===== src/rtl/imem_arbiter_pkg.sv =====
// imem_arbiter_pkg
//   Shared definitions for the instruction-memory arbiter. It holds the FSM
//   state encoding, the default parameter values and a helper that sizes the
//   starvation counter.
package imem_arbiter_pkg;

    // State records who owned the grant in the previous cycle.
    typedef enum logic [1:0] {
        ST_IDLE  = 2'd0,
        ST_FETCH = 2'd1,
        ST_DBG   = 2'd2,
        ST_LOCK  = 2'd3
    } arb_state_t;

    localparam int DEF_AW           = 8;
    localparam int DEF_DW           = 16;
    localparam int DEF_STARVE_LIMIT = 4;

    // Bits needed to hold 0..limit, with a minimum of one bit.
    function automatic int starve_cnt_w(input int limit);
        return (limit < 1) ? 1 : $clog2(limit + 1);
    endfunction

endpackage


===== src/rtl/imem_arbiter_starve_cnt.sv =====
// arb_starve_cnt
//   Saturating counter of consecutive denied debug cycles.
//   Ports:
//     clk, rst : clock, asynchronous active-high reset
//     inc      : debug requested but not granted this cycle
//     clr      : debug granted, or no debug request (clr wins over inc)
//     sat      : counter has reached LIMIT
module arb_starve_cnt
    import imem_arbiter_pkg::*;
#(
    parameter int LIMIT = DEF_STARVE_LIMIT
) (
    input  logic clk,
    input  logic rst,
    input  logic inc,
    input  logic clr,
    output logic sat
);

    localparam int              CW      = starve_cnt_w(LIMIT);
    localparam logic [CW-1:0]   LIMIT_V = CW'(LIMIT);

    logic [CW-1:0] cnt;

    always_ff @(posedge clk or posedge rst) begin
        if (rst) begin
            cnt <= '0;
        end else if (clr) begin
            cnt <= '0;
        end else if (inc && (cnt != LIMIT_V)) begin
            cnt <= cnt + CW'(1);
        end
    end

    assign sat = (cnt == LIMIT_V);

endmodule


===== src/rtl/imem_arbiter.sv =====
// imem_arbiter
//   Arbitrates a single-port instruction memory between the instruction fetch
//   unit and a debug/loader port. Grants are combinational. Read data and
//   valid pulses are registered, so they arrive one cycle after the grant.
//   The debug port can lock the memory for bursts. A starvation counter
//   forces a debug grant after STARVE_LIMIT consecutive denied cycles.
//   Ports:
//     clk, rst                      : clock, asynchronous active-high reset
//     fetch_req/addr                : fetch read request
//     fetch_gnt/valid/rdata         : fetch grant, data-valid pulse, read data
//     dbg_req/we/lock/addr/wdata    : debug request, write enable, burst lock
//     dbg_gnt/valid/rdata           : debug grant, completion pulse, read data
//     fetch_stall                   : debug holds the lock
//     mem_addr/we/datain/dataout    : memory port (comb read, sync write)
//     arb_state                     : current FSM state
module imem_arbiter
    import imem_arbiter_pkg::*;
#(
    parameter int AW           = DEF_AW,
    parameter int DW           = DEF_DW,
    parameter int STARVE_LIMIT = DEF_STARVE_LIMIT
) (
    input  logic          clk,
    input  logic          rst,
    input  logic          fetch_req,
    input  logic [AW-1:0] fetch_addr,
    output logic          fetch_gnt,
    output logic          fetch_valid,
    output logic [DW-1:0] fetch_rdata,
    input  logic          dbg_req,
    input  logic          dbg_we,
    input  logic          dbg_lock,
    input  logic [AW-1:0] dbg_addr,
    input  logic [DW-1:0] dbg_wdata,
    output logic          dbg_gnt,
    output logic          dbg_valid,
    output logic [DW-1:0] dbg_rdata,
    output logic          fetch_stall,
    output logic [AW-1:0] mem_addr,
    output logic          mem_we,
    output logic [DW-1:0] mem_datain,
    input  logic [DW-1:0] mem_dataout,
    output logic [1:0]    arb_state
);

    arb_state_t state;
    arb_state_t state_next;
    logic       starve_sat;

    arb_starve_cnt #(
        .LIMIT (STARVE_LIMIT)
    ) u_starve (
        .clk (clk),
        .rst (rst),
        .inc (dbg_req & ~dbg_gnt),
        .clr (dbg_gnt | ~dbg_req),
        .sat (starve_sat)
    );

    always_ff @(posedge clk or posedge rst) begin
        if (rst) begin
            state <= ST_IDLE;
        end else begin
            state <= state_next;
        end
    end

    // Grant selection and next state. Reset is folded in so that no grant
    // or memory write can escape while rst is high.
    always_comb begin
        fetch_gnt  = 1'b0;
        dbg_gnt    = 1'b0;
        state_next = ST_IDLE;
        if (!rst) begin
            if (state == ST_LOCK) begin
                dbg_gnt = dbg_req;
            end else if (dbg_req && starve_sat) begin
                dbg_gnt = 1'b1;
            end else if (fetch_req) begin
                fetch_gnt = 1'b1;
            end else if (dbg_req) begin
                dbg_gnt = 1'b1;
            end

            // Lock persists while dbg_lock is held, even through idle debug
            // cycles. Outside the lock it is entered only on a debug grant.
            if ((state == ST_LOCK) ? dbg_lock : (dbg_gnt && dbg_lock)) begin
                state_next = ST_LOCK;
            end else if (dbg_gnt) begin
                state_next = ST_DBG;
            end else if (fetch_gnt) begin
                state_next = ST_FETCH;
            end
        end
    end

    always_comb begin
        mem_addr = '0;
        if (fetch_gnt) begin
            mem_addr = fetch_addr;
        end else if (dbg_gnt) begin
            mem_addr = dbg_addr;
        end
    end

    assign mem_we      = dbg_gnt & dbg_we;
    assign mem_datain  = dbg_wdata;
    assign fetch_stall = (state == ST_LOCK) && !rst;
    assign arb_state   = state;

    // Read data and completion pulses, one cycle after the grant.
    always_ff @(posedge clk or posedge rst) begin
        if (rst) begin
            fetch_valid <= 1'b0;
            dbg_valid   <= 1'b0;
            fetch_rdata <= '0;
            dbg_rdata   <= '0;
        end else begin
            fetch_valid <= fetch_gnt;
            dbg_valid   <= dbg_gnt;
            if (fetch_gnt) begin
                fetch_rdata <= mem_dataout;
            end
            if (dbg_gnt && !dbg_we) begin
                dbg_rdata <= mem_dataout;
            end
        end
    end

endmodule


===== config.mk =====
export PLATFORM = sky130hd
export DESIGN_NAME = imem_arbiter
export DESIGN_NICKNAME = d
export VERILOG_FILES = /design/src/rtl/imem_arbiter_pkg.sv /design/src/rtl/imem_arbiter_starve_cnt.sv /design/src/rtl/imem_arbiter.sv
export SDC_FILE = /design/constraint.sdc
export NUM_CORES = 1
export LEC_CHECK = 0
export BUFFER_PORTS_ARGS = -buffer_cell sky130_fd_sc_hd__buf_2
export CAP_MARGIN = 20
export CORE_MARGIN = 2
export CORE_UTILIZATION = 45
export CTS_BUF_LIST = sky130_fd_sc_hd__clkbuf_8 sky130_fd_sc_hd__clkbuf_16
export CTS_CLUSTER_DIAMETER = 200
export DETAILED_ROUTE_END_ITERATION = 16
export GPL_ROUTABILITY_DRIVEN = 0
export HOLD_SLACK_MARGIN = 0.08
export PLACE_DENSITY = 0.94
export SLEW_MARGIN = 20
export SYNTH_ARGS = -nofsm -noshare
export SYNTH_HDL_FRONTEND = slang
export SYNTH_HIERARCHICAL = 1
export SYNTH_SLANG_ARGS = --single-unit

===== constraint.sdc =====
create_clock -name clk -period 3.7 [get_ports clk]
set_clock_uncertainty 0.05 [all_clocks]
set_input_delay 0.185 -clock clk [delete_from_list [all_inputs] [get_ports clk]]
set_output_delay 0.185 -clock clk [all_outputs]
set_load 0.05 [all_outputs]

# Word-level counts from Yosys, hierarchy flattened
# Cells that the tools add are included.
# op_classes
addsub	1
n_mul	0
div	0
order_cmp	0
n_eq_ne	3
shift	0
n_mux	20
bitwise_logic	5
n_reduce_logical	8
# op_table
op	n
$mux W8	2
$mux W1	13
$mux W2	3
$mux W3	2
$logic_and A1 B1 Y1	5
$add A3 B1 Y3 const B	1
$eq A3 B3 Y1 const B	1
$ne A3 B3 Y1 const B	1
$and A1 B1 Y1	2
$eq A2 B2 Y1 const B	1
$logic_not A1 Y1	2
$not A1 Y1	2
$reduce_bool A2 Y1	1
$or A1 B1 Y1	1
# totals
ff_bits	39
latch_bits	0
ram_bits	0
romBits	0
inputBits	54
output_inout_bits	64
word_cells	43
memories	0

# Depth between registers and ports, before layout
# Gate-level depths: netlist of the first run.
# logic_depth
ltp_word	11
ltp_mapped	8
depth_no_buf	8

# Modules after synthesis
# Netlist of the first run, hierarchy kept.
# modules_own_cells
mod	n_inst	cells_per_inst	area_each_um2	seq_area_each_um2
imem_arbiter	1	116	1654.1	900.9
arb_starve_cnt	1	19	201.4	75.1

# Least setup slack after synthesis of the first run
# Ideal clock, no wire load.
# synth_path
path_kind	register -> output
startpoint	register state[0], in the netlist arb_state[0]
endpoint	output mem_addr[0]
arrival_ns	2.251
required_ns	3.465
slack_ns	1.214
stages_incl_launch_ff	5
n_path_buf	1
cell_sequence	dfrtp_1 a21boi_2 a21oi_1 clkbuf_1 a22o_1
# synth_between
elab_chain_cells	6
elab_cells_between_ends	9
classes_between	eq/ne: 1; mux: 8
# synth_rtl
element	line_no	source
start: declaration	imem_arbiter.sv:46	arb_state_t state;
start signal: assignment	imem_arbiter.sv:64	state <= state_next;
$eq A2 B2 Y1	imem_arbiter.sv:75	if (state == ST_LOCK) begin
$mux W1	imem_arbiter.sv:75	
$mux W1 (2 in series)	imem_arbiter.sv:74	if (!rst) begin
named net dbg_gnt	imem_arbiter.sv:35	output logic dbg_gnt,
$mux W8	imem_arbiter.sv:101	end else if (dbg_gnt) begin
$mux W8	imem_arbiter.sv:99	if (fetch_gnt) begin
end: declaration	imem_arbiter.sv:39	output logic [AW-1:0] mem_addr,
# The timed path passes the listed nets, and every way through them passes these cells. The select of a mux whose other input is x is not followed.

# Worst setup path after layout of the first run
# layout_path
startpoint	register u_starve.cnt[0]
endpoint	output mem_addr[5]
# layout_between
elab_chain_cells	8
elab_cells_between_ends	12
classes_between	eq/ne: 1; mux: 10; reduce/logical: 1
# layout_rtl
element	line_no	source
start: declaration	imem_arbiter_starve_cnt.sv:23	logic [CW-1:0] cnt;
start signal: assignment	imem_arbiter_starve_cnt.sv:31	cnt <= cnt + CW'(1);
$eq A3 B3 Y1 *	imem_arbiter_starve_cnt.sv:35	assign sat = (cnt == LIMIT_V);
named net starve_sat	imem_arbiter.sv:48	logic starve_sat;
$logic_and A1 B1 Y1 *	imem_arbiter.sv:77	end else if (dbg_req && starve_sat) begin
$mux W1	imem_arbiter.sv:77	
$mux W1	imem_arbiter.sv:75	
$mux W1 (2 in series)	imem_arbiter.sv:74	
$mux W8	imem_arbiter.sv:101	
$mux W8 *	imem_arbiter.sv:99	
# Mark *: on every way through the listed nets, which the timed path passes. The rest lies on a longest branch. The select of a mux whose other input is x is not followed.

==> summary.txt, run 1 <==
Outcome
  – Status: complete, no violations

Power
  – Max VDD drop: 0.0003086 V
  – P_leak: 1.228 nW
  – Pwr/cell area: around 570 mW/mm²

Yosys
  – Post-Syn Nets: 191
  – Synth warn: 6
  – Seq/Total Area, Yosys: 52.60%
  – Unique masters post-synth: 29
  – Mapped Area: 0.001856 mm²
  – Syn Area/Cell: 13.74 µm²
  – Number of synthesized register bits: 39
  – Mapped Cells: approximately 140

Worst setup path
  – Element type at the critical path start: register
  – Arrival @ worst endpoint: 2440 ps
  – Setup CP Type: reg -> out
  – Worst path required time: 3460 ps
  – Worst setup EP type: output pin
  – CP Max Fanout: 12

CTS
  – Post-CTS Setup Inserts: 0
  – CTS Root Cell: clkbuf_8
  – CTS Buf Count: 5
  – CTS max path bufs: 2
  – H-tree depth: 2
  – Hold_buf cts: 1
  – Clock latency at the later pin of the worst-skew pair: 280 ps
  – # resized after CTS: 0
  – Clock slew at reported path FFs: 70 ps
  – Clk sinks: 39
  – CTS tree: done

Global routing
  – Initial antenna violation count: 0
  – GRT Util Overall: between 15 and 20%
  – Vias in the first global route: 1260
  – Largest net degree at the start of global routing: 38
  – Overflow after GRT: 0
  – First-pass GRT wire length: 5740 µm

Cells and area
  – Area occupied by multi-input gates: 694.4 µm²
  – Fin nets: 268
  – FF/Latch Area: 975.9 µm²
  – Ratio of cells with drive above 1 in the final layout: 62.91%
  – Final instance area: around 0.0023 mm²
  – Fill cell count: 333
  – Area growth syn-to-layout: 24.68%
  – Ant diodes: 0

Routing
  – Total number of vias: 1338
  – TritonRoute pass-1 iters: 4
  – Wire per inst: about 15 µm
  – Final routed DRC violation total: 0
  – Final WL: roughly 3900 µm
  – Vias per cell: 5.087
  – Met1 WL: 1507 µm
  – Uppermost layer routed: met4
  – Final ANT Viol Nets: 0
  – Met3 wire len: 310 µm
  – DR WL met2: 1977 µm
  – Initial detailed-routing violation count: 39

Die
  – Initial Util: 46.72%
  – Die Area: between 0.004 and 0.005 mm²
  – # rows: 23
  – Die W: 68.22 µm
  – Die Ht: between 60 and 70 µm
  – # IOs: between 100 and 150
  – CORE AREA: 0.003971 mm²

Run
  – MaxCap Viol Count: 0

STA
  – Max Slew Vio Count: 0
  – RSZ-0062 raised after global routing: no
  – Worst Tran Pin Value: 889.1 ps
  – Final min period: between 2000 and 3000 ps
  – Fmax achieved: approximately 370 MHz
  – Final Hold Viols: 0
  – Period utilization: 72.32%
  – Relative slew slack: 40.73%
  – Finish-stage setup viols: 0
  – Total negative slack: 0 ps

Worst hold path
  – HP Class: in -> reg

Placed design
  – Placed cell areas: 0.002188 mm²
  – DP HPWL: 2858 µm
  – I/O Buffers: 85
==> final timing paths <==
kind                                  from         endpoint  slack (ps)  depth (start not counted)
max reg2reg                u_starve/cnt[0]  u_starve/cnt[0]        1250                          8
max                        u_starve/cnt[0]      mem_addr[5]        1020                          7
min in group asynchronous              rst  u_starve/cnt[2]         310                          3
min reg2reg                fetch_rdata[11]  fetch_rdata[11]         460                          1
max in group asynchronous              rst     dbg_rdata[1]        2720                          4
min                        mem_dataout[13]    dbg_rdata[13]         100                          2
==> worst max-delay path: stages, from the launching register on <==
cell     delay [ps]
dfrtp_1         420
inv_1            70
ha_1            200
and2_1          180
inv_1            80
a21oi_1         660
a22o_1          290
buf_2           270
==> power by group <==
group,internal [mW],switching [mW],leakage [nW]
Sequential,0.498,0.0387,0.473
Combinational,0.151,0.367,0.710
Clock,0.129,0.138,0.0453
==> stage by stage <==
stage / setup slack, ps / cells / util, % / power, mW / hold WS (ps)
2_1_floorplan: 1214 / 135 / - / 0.9814 / -111.4
4_1_cts: 1035 / 260 / 57.50 / 1.336 / 82.69
3_3_place_gp: 1440 / 251 / 55.10 / 1.050 / 57.50
6_report: 1024 / 263 / 58.25 / 1.322 / 95.83
5_1_grt: 848.2 / 263 / 58.25 / 1.394 / 91.12
3_5_place_dp: 1283 / 251 / 55.10 / 1.062 / 58.70
==> registers in the layout (all words and copies together), names as in the netlist <==
register	cells
dbg_valid	1
dbg_rdata	16
arb_state	2
fetch_valid	1
u_starve/cnt	3
fetch_rdata	16
==> layer usage <==
| metal | track usage (%) | up-vias |
|---|---|---|
| li1 | - | 610 |
| met1 | 19.85 | 642 |
| met2 | 29.73 | 77 |
| met3 | 5.099 | 9 |
| met4 | 7.500 | 0 |
| met5 | 0 | - |
==> logic make-up after synthesis <==
| kind of cell | count (synthesis) | synth area share, % |
|---|---|---|
| AO/OA/AOI/OAI | 19 | 8.227 |
| AND/OR/NAND/NOR | 15 | 5.057 |
| flip-flops | 39 | 52.60 |
| buffers and inverters | 26 | 9.979 |
| adder cells (fa/ha/maj) | 2 | 1.348 |
| multiplexers | 34 | 22.79 |
==> area by class of cell <==
class                      count  share of cell area [%]
clock inverter                 3                  0.7031
sequential                    39                   42.18
inverter                       6                  0.9735
timing repair buffer          90                   20.44
clock buffer                   5                   2.975
multi-input combinational     70                   30.02
tap                           50                   2.704
==> cells in the final DEF (no fill, tap or decap), drive strengths merged <==
cell type,synthesis,layout
a211o,1,1
a21bo,1,1
a21boi,2,2
a21o,1,1
a21oi,4,4
a22o,8,8
a22oi,1,1
and2,2,2
and3,1,1
and4b,1,1
buf,19,86
clkbuf,1,5
clkinv,0,1
clkinvlp,0,1
dfrtp,39,39
dlygate4sd3,0,4
ha,2,2
inv,6,7
mux2,33,33
mux2i,1,1
nand2,2,2
nand2b,3,3
nand3,1,1
nor2,2,2
nor2b,2,2
nor3,1,1
o21ai,1,1
==> cells in the mapped netlist, drive strengths merged <==
cell	number	area share (%)
a211o	1	0.47
a21bo	1	0.54
a21boi	2	1.2
a21o	1	0.47
a21oi	4	1.1
a22o	8	3.8
a22oi	1	0.40
and2	2	0.67
and3	1	0.40
and4b	1	0.54
buf	19	8.6
clkbuf	1	0.20
dfrtp	39	53
ha	2	1.3
inv	6	1.2
mux2	33	22
mux2i	1	0.54
nand2	2	0.54
nand2b	3	1.0
nand3	1	0.27
nor2	2	0.40
nor2b	2	0.67
nor3	1	0.54
o21ai	1	0.27
Note: power is estimated with default switching activity, not from simulation.
==> inputs of run 2 (changes only) <==
Settings changed: ABC_AREA set to 1, CORE_UTILIZATION 45 to 38, PLACE_DENSITY 0.94 to 0.86.
Clock period 3.7 ns to 2.37 ns, I/O delays scaled along.
==> summary.txt, run 2 <==
Yosys
  – Post-Syn Nets: 280
  – Number of synthesized register bits: 39
  – Synth top area share: between 50% and 60%
  – Unique masters post-synth: 18
  – Mapped Cells: roughly 220
  – Number of synthesized flops with an enable pin: 0
  – Synth warn: 6
  – Commonest cells post-synth: 128 x nand2_1, 39 x dfrtp_1, 16 x buf_4, 11 x inv_1, 6 x nor2_1
  – Asr flop ratio synth: 100.0%
  – Seq/Total Area, Yosys: 52.85%
  – Synth area leader: dfrtp_1
  – Synth area leaders: dfrtp_1 53%, nand2_1 26%, buf_4 6.5%
  – Mapped Area: 0.001847 mm²
  – Syn Area/Cell: about 8 µm²
  – Most frequent cell after synthesis: nand2_1
  – Ys flop type: dfrtp_1

Power
  – Final Total Pwr: 2.198 mW
  – P_leak: 1.515 nW
  – Pwr/cell area: a little under 900 mW/mm²
  – Max VDD drop: 0.0006011 V

Cells and area
  – Post-Layout Cell Count: 371
  – Largest regs: dbg_rdata: 16 flops, fetch_rdata: 16 flops, u_starve/cnt: 3 flops
  – Final instance area: 0.002511 mm²
  – Commonest non-fill, non-tap cell in the layout: nand2_1
  – Ratio of cells with drive above 1 in the final layout: 33.44%
  – Fin nets: 372
  – Most frequent cells in the layout: 128 x nand2_1, 85 x buf_2, 39 x dfrtp_1
  – Area growth syn-to-layout: 35.98%
  – Ant diodes: 0

Worst setup path
  – Arrival @ worst endpoint: 2020 ps
  – Setup CP Type: reg -> out
  – Worst path required time: 2200 ps
  – CP Max Fanout: 16
  – Critical path, cell by cell: inv_1, ha_1, nand2_2, inv_1, nand2_2, nand4_4, inv_2, nand2_1, nand2_1, buf_2
  – CP max stage cell: dfrtp_1
  – Worst Path Buf+Inv: 4
  – Top cell family by delay on the critical path: buffers and inverters
  – Worst setup EP type: output pin
  – Element type at the critical path start: register
  – R2r setup slk: approximately 350 ps
  – Critical Path Max Stage Delay: 390 ps

Global routing
  – Initial antenna violation count: 0
  – Vias in the first global route: 1690
  – GRT Util Overall: about a fifth
  – First-pass GRT wire length: a little under 8000 µm
  – Overflow after GRT: 0
  – Largest net degree at the start of global routing: 25

CTS
  – Clock slew at reported path FFs: 70 ps
  – CTS max path bufs: 2
  – Clk sinks: 39
  – Post-CTS Setup Inserts: 0
  – CTS tree: done
  – Clock latency at the later pin of the worst-skew pair: roughly 280 ps
  – H-tree depth: 2
  – CTS Buf Count: 5
  – CTS Root Cell: clkbuf_8

Outcome
  – Status: complete, no violations

Placed design
  – DP HPWL: 3300 µm
  – Dpl cells: 345
  – Placed cell areas: 0.002198 mm²
  – I/O Buffers: 85

Routing
  – Final ANT Viol Nets: 0
  – Final routed DRC violation total: 0
  – Wire per inst: approximately 13 µm
  – Total number of vias: around 1700
  – TritonRoute pass-1 iters: 4
  – Final WL: 4876 µm
  – Initial detailed-routing violation count: a little over 50
  – Vias per cell: roughly 4.5

Die
  – # rows: 25
  – Die Ht: between 70 and 80 µm
  – # IOs: approximately 120
  – Die Area: 0.005434 mm²
  – CORE AREA: around 0.0047 mm²
  – Initial Util: between 30% and 40%
  – Die W: 73.72 µm

STA
  – Final min period: between 2000 and 2500 ps
  – Max Slew Vio Count: 0
  – Fmax achieved: between 400 and 500 MHz
  – Worst Tran Pin Value: 452.6 ps
  – RSZ-0062 raised after global routing: no
  – Finish-stage setup viols: 0
  – Total negative slack: 0 ps
  – Period utilization: ~92%
  – Final Hold Viols: 0
  – Relative slew slack: 69.75%

Worst hold path
  – HP Class: in -> reg

Run
  – MaxCap Viol Count: 0
==> run 2: cell count changes after synthesis, moves of 3 or more <==
cell,delta
a22o_1,-8
nor2_1,+4
inv_1,+6
nand2_1,+127
mux2_2,-22
mux2_4,-11
nand2b_1,-3
a21oi_1,-4
==> run 2: cell families (layout without fill, tap and decap cells) <==
group	count (synthesis)	after routing	share of synthesized area, %
compound gates	1	1	0.4067
fa+ha+maj	2	2	1.355
buf+inv	35	128	11.72
flops	39	39	52.85
simple gates	147	147	33.67
==> run 2: worst paths after layout <==
check / startpoint / endpoint / cells after the start
setup reg to reg: u_starve/cnt[0] / u_starve/cnt[0] / 13
hold reg to reg: fetch_rdata[4] / fetch_rdata[4] / 2
setup / recovery: u_starve/cnt[0] / mem_addr[5] / 10
min in group asynchronous: rst / u_starve/cnt[2] / 3
hold / removal: dbg_we / dbg_rdata[15] / 4
max in group asynchronous: rst / fetch_rdata[13] / 4
==> run 2: metal layers <==
metal  wire length (µm)  vias up  GRT usage, %  share of wire, %
met5                  0        -             0                 0
met4                 34        0         7.071              0.70
met3                251        6         3.841               5.1
met2               2637       60         33.73                54
met1               1953      776         21.94                40
li1                   -      842             -                 -
==> run 2: cell type report <==
class | count | area [µm²]
Sequential cell | 39 | 975.9
Timing Repair Buffer | 106 | 628.1
Fill cell | 452 | 2181
Tap cell | 54 | 67.56
Clock inverter | 3 | 63.81
Multi-Input combinational cell | 150 | 654.4
Inverter | 14 | 52.55
Clock buffer | 5 | 68.82
==> run 2: repair_timing <==
action                    CTS  global route
hold endpoints to repair   50             0
hold buffers               18             0
gates resized for setup     0             0
==> run 2: metrics by stage <==
stage	utilization (%)	worst slack, ps	hold WS (ps)
finish	53.52	181.8	134.3
global route	53.52	35.42	144.4
CTS	53.52	176.6	127.7
detailed placement	46.85	371.1	-27.73
global placement	46.85	519.5	-32.98
floorplan	-	456.6	-177.9
==> run 2: report_power, final <==
group / switching (mW) / total, mW / internal [mW]
Clock: 0.218 / 0.635 / 0.416
Combinational: 0.567 / 0.741 / 0.174
Sequential: 0.0568 / 0.822 / 0.766
Total: 0.842 / 2.20 / 1.36
==> run 2: worst reg2reg max path: stages, from the launching register on <==
cell and delay [ps]:
dfrtp_1 390, inv_1 80, ha_1 240, nand2_2 110, inv_1 60, inv_1 60
nand3_2 110, nand3_4 110, inv_2 110, nor2_1 240, inv_1 70, inv_1 130
nand4_1 120, nand2_1 80
==> inputs of run 3 (changes only) <==
Settings changed: BUFFER_PORTS_ARGS -buffer_cell sky130_fd_sc_hd__buf_2 to unset, CORE_UTILIZATION 38 to 50, DONT_BUFFER_PORTS set to 1, PLACE_DENSITY 0.86 to 0.78.
==> summary.txt, run 3 (same netlist as run 2, synthesis figures left out) <==
Worst setup path
  – Reg-to-Reg End: u_starve/cnt[1]
  – R2r setup slk: 330 ps
  – Critical path, cell by cell: inv_1, ha_1, nand2_2, inv_1, inv_1, nand3_2, nand3_4, inv_2, nand2_1, nand2_1, buf_12
  – Worst path required time: 2200 ps
  – Critical Path Max Stage Delay: 410 ps
  – Worst Path Buf+Inv: 5
  – CP max stage cell: dfrtp_1
  – Setup CP Type: reg -> out
  – CP Max Fanout: 11
  – Element type at the critical path start: register
  – Arrival @ worst endpoint: 1920 ps
  – Worst setup EP type: output pin
  – Top cell family by delay on the critical path: buffers and inverters
  – R2R cell count: 13
  – CP dominant cell by count: inv_1
  – FF-to-FF Start: u_starve/cnt[0]

Worst hold path
  – Hold path startpoint: dbg_req
  – HP Class: in -> reg
  – Hold path endpoint: arb_state[1]
  – Hold Path Depth: 4

Routing
  – Wire per inst: 14.62 µm
  – Total number of vias: 1485
  – Final routed DRC violation total: 0
  – Final WL: roughly 4400 µm
  – Final ANT Viol Nets: 0
  – Vias per cell: 4.967
  – TritonRoute pass-1 iters: 4
  – Initial detailed-routing violation count: 70

STA
  – Hold_ws: 97.37 ps
  – Final min period: 2086 ps
  – Final Hold Viols: 0
  – Fmax achieved: 479.5 MHz
  – Max Slew Vio Count: 0
  – Total negative slack: 0 ps
  – RSZ-0062 raised after global routing: no
  – Worst Tran Pin Value: roughly 520 ps
  – Period utilization: 88.00%
  – Relative slew slack: 65.15%
  – Finish-stage setup viols: 0

CTS
  – CTS Root Cell: clkbuf_8
  – Clock latency at the later pin of the worst-skew pair: 270 ps
  – H-tree depth: 2
  – Clock slew at reported path FFs: around 70 ps
  – CTS max path bufs: 2
  – Clk sinks: 39
  – # resized after CTS: 0
  – CTS tree: done
  – CTS Buf Count: 5

Cells and area
  – Commonest non-fill, non-tap cell in the layout: nand2_1
  – Ratio of cells with drive above 1 in the final layout: 13.94%
  – Fill cell count: between 300 and 400
  – Area growth syn-to-layout: 24.59%
  – Final instance area: 0.002301 mm²
  – Fin nets: 306
  – Most frequent cells in the layout: 128 x nand2_1, 39 x dfrtp_1, 23 x dlygate4sd3_1
  – Largest regs: dbg_rdata: 16 flops, fetch_rdata: 16 flops, u_starve/cnt: 3 flops
  – Ant diodes: 0

Die
  – Die W: 64.78 µm
  – CORE AREA: about 0.0036 mm²
  – # IOs: 118
  – Die Ht: 64.78 µm
  – Die Area: 0.004196 mm²
  – # rows: 22
  – Initial Util: 51.21%

Global routing
  – Largest net degree at the start of global routing: 22
  – Overflow after GRT: 0
  – Initial antenna violation count: 0
  – Vias in the first global route: 1499
  – First-pass GRT wire length: 6844 µm
  – GRT Util Overall: 21.65%

Outcome
  – Status: complete, no violations

Run
  – MaxCap Viol Count: 0

Power
  – P_leak: around 1.2 nW
  – Pwr/cell area: 845.7 mW/mm²
  – Max VDD drop: 0.0006525 V

Placed design
  – I/O Buffers: 0
  – DP HPWL: between 2000 and 3000 µm
  – Placed cell areas: around 0.002 mm²
-- run 3: cell count changes in the layout (fill, tap and decap cells not counted), sizes merged --
cell,change
dlygate4sd3,+5
bufinv,-2
clkbuf,+2
buf,-71
-- run 3: worst max-delay path by stage --
stage | endpoint | depth (start not counted) | from | slack [ps]
2_1_floorplan | mem_addr[0] | 6 | arb_state[0] | 460
3_3_place_gp | u_starve/cnt[0] | 13 | u_starve/cnt[0] | 500
3_5_place_dp | u_starve/cnt[1] | 13 | u_starve/cnt[0] | 370
4_1_cts | dbg_rdata[11] | 11 | u_starve/cnt[0] | 90
5_1_grt | mem_addr[0] | 11 | u_starve/cnt[0] | 140
6_report | mem_addr[0] | 11 | u_starve/cnt[0] | 280
-- run 3: repair_timing --
action | in CTS | in global routing
endpoints found under the setup margin | 0 | 1
hold endpoints to repair | 54 | 0
hold buffers | 23 | 0
buffers inserted | 0 | 2
-- run 3: metal layers --
| layer | routed length [µm] | global-route usage, % |
|---|---|---|
| met5 | 0 | 0 |
| met3 | 335 | 7.118 |
| met2 | 2278 | 36.86 |
| met1 | 1633 | 23.93 |
| met4 | 125 | 11.44 |
-- run 3: power breakdown --
part           switching [mW]  leakage [nW]  internal [mW]  total [mW]
registers               0.426         0.492          0.759        1.19
logic                   0.169         0.700          0.121       0.291
clock network           0.209        0.0557          0.261       0.470
total                   0.804          1.25           1.14        1.95
-- run 3: worst reg2reg max path: stages (launching register included) --
cell	delay (ps)
dfrtp_1	390
inv_1	70
ha_1	220
nand2_2	100
inv_1	70
inv_1	60
nand3_2	110
nand3_4	110
inv_2	110
nor2_1	270
inv_1	80
inv_1	140
nand4_1	120
nand2_1	100
-- run 3: per-stage QoR --
step	total power, mW	utilization [%]	std cells	setup WS [ps]
after global placement	1.441	54.23	266	498.3
after CTS	1.957	63.39	297	85.74
final	1.946	63.81	299	284.4
after floorplan	1.429	-	224	456.6
after detailed placement	1.454	54.23	266	365.9
after global routing	2.041	63.81	299	140.9
-- run 3: cell type report --
| type | count | area, µm² | area share [%] |
|---|---|---|---|
| repair buffers | 40 | 457.9 | 19.90 |
| multi-input cells | 150 | 654.4 | 28.44 |
| inverters | 14 | 52.55 | 2.284 |
| well taps | 48 | 60.06 | 2.610 |
| clock buffers | 7 | 96.34 | 4.187 |
| flip-flops and latches | 39 | 975.9 | 42.41 |
| clock inverters | 1 | 3.754 | 0.1631 |
